**config.mk**
```make
export PLATFORM = sky130hd
export DESIGN_NAME = writeback_arbiter
export DESIGN_NICKNAME = d
export VERILOG_FILES = /design/src/rtl/writeback_arbiter_pkg.sv /design/src/rtl/writeback_arbiter_scoreboard.sv /design/src/rtl/writeback_arbiter.sv
export SDC_FILE = /design/constraint.sdc
export NUM_CORES = 1
export LEC_CHECK = 0
export BUFFER_PORTS_ARGS = -buffer_cell sky130_fd_sc_hd__buf_2
export CAP_MARGIN = 10
export CELL_PAD_IN_SITES_DETAIL_PLACEMENT = 0
export CELL_PAD_IN_SITES_GLOBAL_PLACEMENT = 2
export CORE_UTILIZATION = 33
export CTS_CLUSTER_DIAMETER = 30
export DETAILED_ROUTE_END_ITERATION = 10
export MAX_ROUTING_LAYER = met4
export PLACE_DENSITY_LB_ADDON = 0.1
export RECOVER_POWER = 25
export SYNTH_ARGS = -nofsm -noshare
export SYNTH_HDL_FRONTEND = slang
export SYNTH_HIERARCHICAL = 1
export SYNTH_SLANG_ARGS = --single-unit
```
**constraint.sdc**
```tcl
create_clock -name clk -period 3.2 [get_ports clk]
set_clock_uncertainty 0.05 [all_clocks]
set_input_delay 0.8 -clock clk [delete_from_list [all_inputs] [get_ports clk]]
set_output_delay 0.8 -clock clk [all_outputs]
set_load 0.01 [all_outputs]
```
**src/rtl/writeback_arbiter_pkg.sv**
```systemverilog
// Shared widths, source-select encoding and the writeback payload type
// used by the writeback arbiter and its scoreboard.
package writeback_arbiter_pkg;

   localparam int XLEN       = 32;
   localparam int REG_ADDR_W = 5;
   localparam int NUM_REGS   = 1 << REG_ADDR_W;

   typedef enum logic {
      SRC_ALU = 1'b0,
      SRC_MEM = 1'b1
   } src_e;

   typedef struct packed {
      logic [REG_ADDR_W-1:0] rd;
      logic [XLEN-1:0]       data;
   } wb_req_t;

endpackage

```
**src/rtl/writeback_arbiter_scoreboard.sv**
```systemverilog
// Register pending-write tracker: busy vector set at issue, cleared at writeback.
// Build with WB_BYPASS_EN to let a same-cycle writeback satisfy a source lookup.
module wb_scoreboard
   import writeback_arbiter_pkg::*;
(
   input  logic                  clk,
   input  logic                  rst,
   input  logic                  issue_valid,
   input  logic [REG_ADDR_W-1:0] issue_rd,
   input  logic                  xwe,
   input  logic [REG_ADDR_W-1:0] rd_addr,
   input  logic [REG_ADDR_W-1:0] rs1_addr,
   input  logic [REG_ADDR_W-1:0] rs2_addr,
   output logic                  rs1_busy,
   output logic                  rs2_busy,
   output logic                  rd_busy,
   output logic                  fwd_rs1_valid,
   output logic                  fwd_rs2_valid
);

   logic [NUM_REGS-1:0] busy;
   logic                byp1, byp2;

   // Set is written after clear so a same-register collision leaves it pending.
   always_ff @(posedge clk) begin
      if (rst) begin
         busy <= '0;
      end else begin
         if (xwe)
            busy[rd_addr] <= 1'b0;
         if (issue_valid && issue_rd != '0)
            busy[issue_rd] <= 1'b1;
      end
   end

`ifdef WB_BYPASS_EN
   assign byp1 = xwe && rd_addr == rs1_addr && rs1_addr != '0;
   assign byp2 = xwe && rd_addr == rs2_addr && rs2_addr != '0;
`else
   assign byp1 = 1'b0;
   assign byp2 = 1'b0;
`endif

   assign fwd_rs1_valid = byp1;
   assign fwd_rs2_valid = byp2;
   assign rs1_busy      = rs1_addr != '0 && busy[rs1_addr] && !byp1;
   assign rs2_busy      = rs2_addr != '0 && busy[rs2_addr] && !byp2;
   assign rd_busy       = issue_rd != '0 && busy[issue_rd];

endmodule

```
**src/rtl/writeback_arbiter.sv**
```systemverilog
// Two-source (ALU/load) writeback arbiter with anti-starvation for loads and a
// registered register-file write port. Optional macro: WB_BYPASS_EN.
module writeback_arbiter
   import writeback_arbiter_pkg::*;
#(
   parameter int STARVE_LIMIT = 4
) (
   input  logic                  clk,
   input  logic                  rst,
   input  logic                  alu_valid,
   output logic                  alu_ready,
   input  logic [REG_ADDR_W-1:0] alu_rd,
   input  logic [XLEN-1:0]       alu_data,
   input  logic                  mem_valid,
   output logic                  mem_ready,
   input  logic [REG_ADDR_W-1:0] mem_rd,
   input  logic [XLEN-1:0]       mem_data,
   input  logic                  issue_valid,
   input  logic [REG_ADDR_W-1:0] issue_rd,
   input  logic [REG_ADDR_W-1:0] rs1_addr,
   input  logic [REG_ADDR_W-1:0] rs2_addr,
   output logic                  rs1_busy,
   output logic                  rs2_busy,
   output logic                  rd_busy,
   output logic                  xwe,
   output logic [REG_ADDR_W-1:0] rd_addr,
   output logic [XLEN-1:0]       wdata,
   output logic                  fwd_rs1_valid,
   output logic                  fwd_rs2_valid
);

   localparam logic [3:0] LIMIT = 4'(STARVE_LIMIT);

   logic [3:0] starve_cnt;
   logic       starved;
   logic       grant;
   src_e       sel;
   wb_req_t    win;
   wb_req_t    wb_q;
   logic       xwe_q;
   logic       accept;

   assign starved = starve_cnt == LIMIT;

   always_comb begin
      grant = 1'b0;
      sel   = SRC_ALU;
      if (!rst) begin
         if (mem_valid && (starved || !alu_valid)) begin
            grant = 1'b1;
            sel   = SRC_MEM;
         end else if (alu_valid) begin
            grant = 1'b1;
            sel   = SRC_ALU;
         end
      end
   end

   assign alu_ready = grant && sel == SRC_ALU;
   assign mem_ready = grant && sel == SRC_MEM;
   assign win       = (sel == SRC_MEM) ? wb_req_t'{mem_rd, mem_data}
                                       : wb_req_t'{alu_rd, alu_data};
   assign accept    = grant && win.rd != '0;

   always_ff @(posedge clk) begin
      if (rst)
         starve_cnt <= '0;
      else if (mem_ready)
         starve_cnt <= '0;
      else if (mem_valid && !starved)
         starve_cnt <= starve_cnt + 4'd1;
   end

   always_ff @(posedge clk) begin
      if (rst) begin
         xwe_q <= 1'b0;
         wb_q  <= '0;
      end else begin
         xwe_q <= accept;
         if (accept)
            wb_q <= win;
      end
   end

   // A write already registered when reset arrives is suppressed, not emitted.
   assign xwe     = xwe_q && !rst;
   assign rd_addr = rst ? '0 : wb_q.rd;
   assign wdata   = rst ? '0 : wb_q.data;

   wb_scoreboard u_sb (
      .clk           (clk),
      .rst           (rst),
      .issue_valid   (issue_valid),
      .issue_rd      (issue_rd),
      .xwe           (xwe),
      .rd_addr       (rd_addr),
      .rs1_addr      (rs1_addr),
      .rs2_addr      (rs2_addr),
      .rs1_busy      (rs1_busy),
      .rs2_busy      (rs2_busy),
      .rd_busy       (rd_busy),
      .fwd_rs1_valid (fwd_rs1_valid),
      .fwd_rs2_valid (fwd_rs2_valid)
   );

endmodule

```
==> results.json <==
{
  "outcome": "completed",
  "power_w": 0.00250,
  "place_area_um2": 5330,
  "cp_num_cells": 6,
  "grt_pass1_wl_um": 21100,
  "combPwrFrac": 0.179,
  "r2r_slack_ns": 0.88,
  "vdd_drop_max_uv": 225,
  "place_ws_ns": 0.103,
  "ant_nets": 0,
  "drv_cap": 0,
  "cts.repair.resized": 0,
  "cts_tree": "done",
  "cp_common_cell": "buf_2",
  "synth_area_um2": 4520,
  "clk_path_buf_depth": 2,
  "fmax_ghz": 0.333,
  "required_ns": 2.35,
  "top_layer": "met4",
  "layout_commonest_cell": "buf_2",
  "cts_max_level": 3,
  "antenna_found_initial": 0,
  "cts-root-buf": "clkbuf_16",
  "fin_hold_ws_ns": 0.440,
  "cp_max_fo": 9,
  "hold_viol": 0,
  "gp_congestion": 0.873,
  "diodes": 0,
  "min_from": "u_sb/busy[0]$_SDFF_PP0_",
  "avgViaCountPerCell": 5.08,
  "fin_tns_setup_ns": 0,
  "track_usage": 0.199,
  "synth_seq_cells": 74,
  "ys.flop_type": "dfxtp_1",
  "p_clk_frac": 0.420,
  "syn_inst": 462,
  "grt_overflow": 0,
  "fin_nets": 685,
  "routedWlPerCell_um": 17.2,
  "hp-class": "flip-flop to flip-flop",
  "reg2reg_from": "starve_cnt[0]$_SDFFE_PP0P_",
  "hold_depth": 1,
  "period_minus_slack_ns": 3.00,
  "m1WireLength_um": 6060,
  "cts.sinks": 74,
  "synthArstFlopShare": 0,
  "postCtsSetupRepairBufs": 0,
  "rows": 42,
  "drtPass1Iterations": 5,
  "ys_seq_area_frac": 0.328,
  "final_max_slew_viol_count": 0,
  "fin_crit_sh": 0.939,
  "port_buffers": 136,
  "cts_made_buffers": 9,
  "route.met2.wl_um": 6170,
  "yosysUniqueCellTypes": 45,
  "cpLargestDelayFamily": "multiplexers",
  "worst-r2r-cell-count": 6,
  "intPower_w": 0.00188,
  "clk_pin_slew_ns": 0.05,
  "drive_gt1_frac": 0.399,
  "switching_power_w": 0.000622,
  "worst_pin_slew_ns": 0.880,
  "hpwl_um": 9820,
  "num_vias": 3910,
  "path_cells": "buf_2 > mux4_1 > mux2_2 > nand3_1 > nand4_1 > buf_2",
  "die_h_um": 119,
  "fp.dieW_um": 119,
  "hold_buffers": 0,
  "reg2reg_to": "wb_q[15]$_SDFFE_PP0P_",
  "wirelength_um": 13200,
  "die_area_um2": 14200,
  "startpoint": "rs2_addr[0]",
  "syn2layout_area_growth_pct": 24.6,
  "io_pins": 139,
  "hold_end": "u_sb/busy[0]$_SDFF_PP0_",
  "drt_iter0_drc": 127,
  "maxSlewHeadroom": 0.414,
  "worstSetupPathType": "input pin to output pin",
  "drc": 0,
  "power.density_nw_per_um2": 444,
  "syn_avg_cell_area_um2": 9.79,
  "p_seq_frac": 0.400,
  "fin_ws_ns": 0.197,
  "design_area_um2": 5640,
  "synth_edf_count": 0,
  "setup_viol": 0,
  "critPathSlowestCell": "mux4_1",
  "grt_max_degree": 39,
  "core_area_um2": 13300,
  "end_kind": "output pin",
  "power_leakage_nw": 2.45,
  "start_util": 0.340,
  "clock_latency_ns": 0.34,
  "cpPeakStageDelay_ns": 0.57,
  "crit_buf_inv": 2,
  "grt_pass1_vias": 3970,
  "start_kind": "input pin",
  "most-common-layout-cells": "buf_2 (134), dfxtp_1 (74), mux2_2 (44), nor2b_1 (41), nand2_1 (39)",
  "rsz0062_at_grt": "false",
  "critPathArrivalTime_ns": 2.15,
  "p_sw_frac": 0.249,
  "route.met3.wl_um": 759,
  "yosys_warnings": 6
}
## worst max-delay path by stage
stage                          end  slack (ns)
after detailed placement   rd_busy        0.10
after floorplan           rs1_busy        0.40
after CTS                  rd_busy        0.11
after global placement     rd_busy        0.12
final                     rs2_busy        0.20
after global routing       rd_busy        0.11
## final cells by class
class	instances	area (µm²)
sequential	74	1480
fill	1351	7660
clock buffer	12	267
clock inverter	4	48.8
tap	176	220
multi-input combinational	353	2820
inverter	4	15.0
timing repair buffer	147	786
## logic make-up after synthesis
family	synth area share
adder cells (fa/ha/maj)	0.00553
AO/OA/AOI/OAI	0.111
buffers and inverters	0.0481
AND/OR/NAND/NOR	0.177
XOR/XNOR	0.00581
multiplexers	0.324
other	0.000829
flip-flops	0.328
## registers in the layout, summed over array words and instances, names as in the netlist
name,count
xwe_q,1
wb_q,37
starve_cnt,4
u_sb/busy,32
## per-stage QoR
step           utilization  std cells
2_1_floorplan            -        463
3_3_place_gp         0.401        754
3_5_place_dp         0.401        754
4_1_cts              0.425        770
5_1_grt              0.424        770
6_report             0.424        770
## layer usage
metal / track usage / vias to the layer above
met5: - / -
met4: 0.0752 / 0
met3: 0.0484 / 17
met2: 0.310 / 138
met1: 0.248 / 1840
li1: - / 1915
## power groups by stage
stage	clock (W)	combinational, W	sequential (W)
floorplan	0	0.000308	0.00101
global placement	0	0.000449	0.00102
detailed placement	0	0.000454	0.00102
CTS	0.00108	0.000456	0.00100
global route	0.00113	0.000489	0.00101
finish	0.00105	0.000449	0.00100
## synth_stat cells (all sizes together), types with 2 or more instances
master,instances,area (µm²)
mux2i,20,200
mux4,8,195
nand2b,5,38.8
xor2,2,17.5
nor3,7,40.0
a2bb2oi,4,35.0
inv,4,15.0
dfxtp,74,1480
clkbuf,12,45.0
a21oi,36,191
nor2,12,45.0
ha,2,25.0
nand3,13,65.1
a211oi,2,15.0
nand4,3,18.8
nor3b,5,37.5
mux2,88,1070
buf,20,158
or3b,2,17.5
nor2b,41,257
nand3b,10,87.6
o21ai,31,155
nand2,39,146
and3,4,25.0
a22oi,8,60.1
Power figures use the tool's default switching activity.
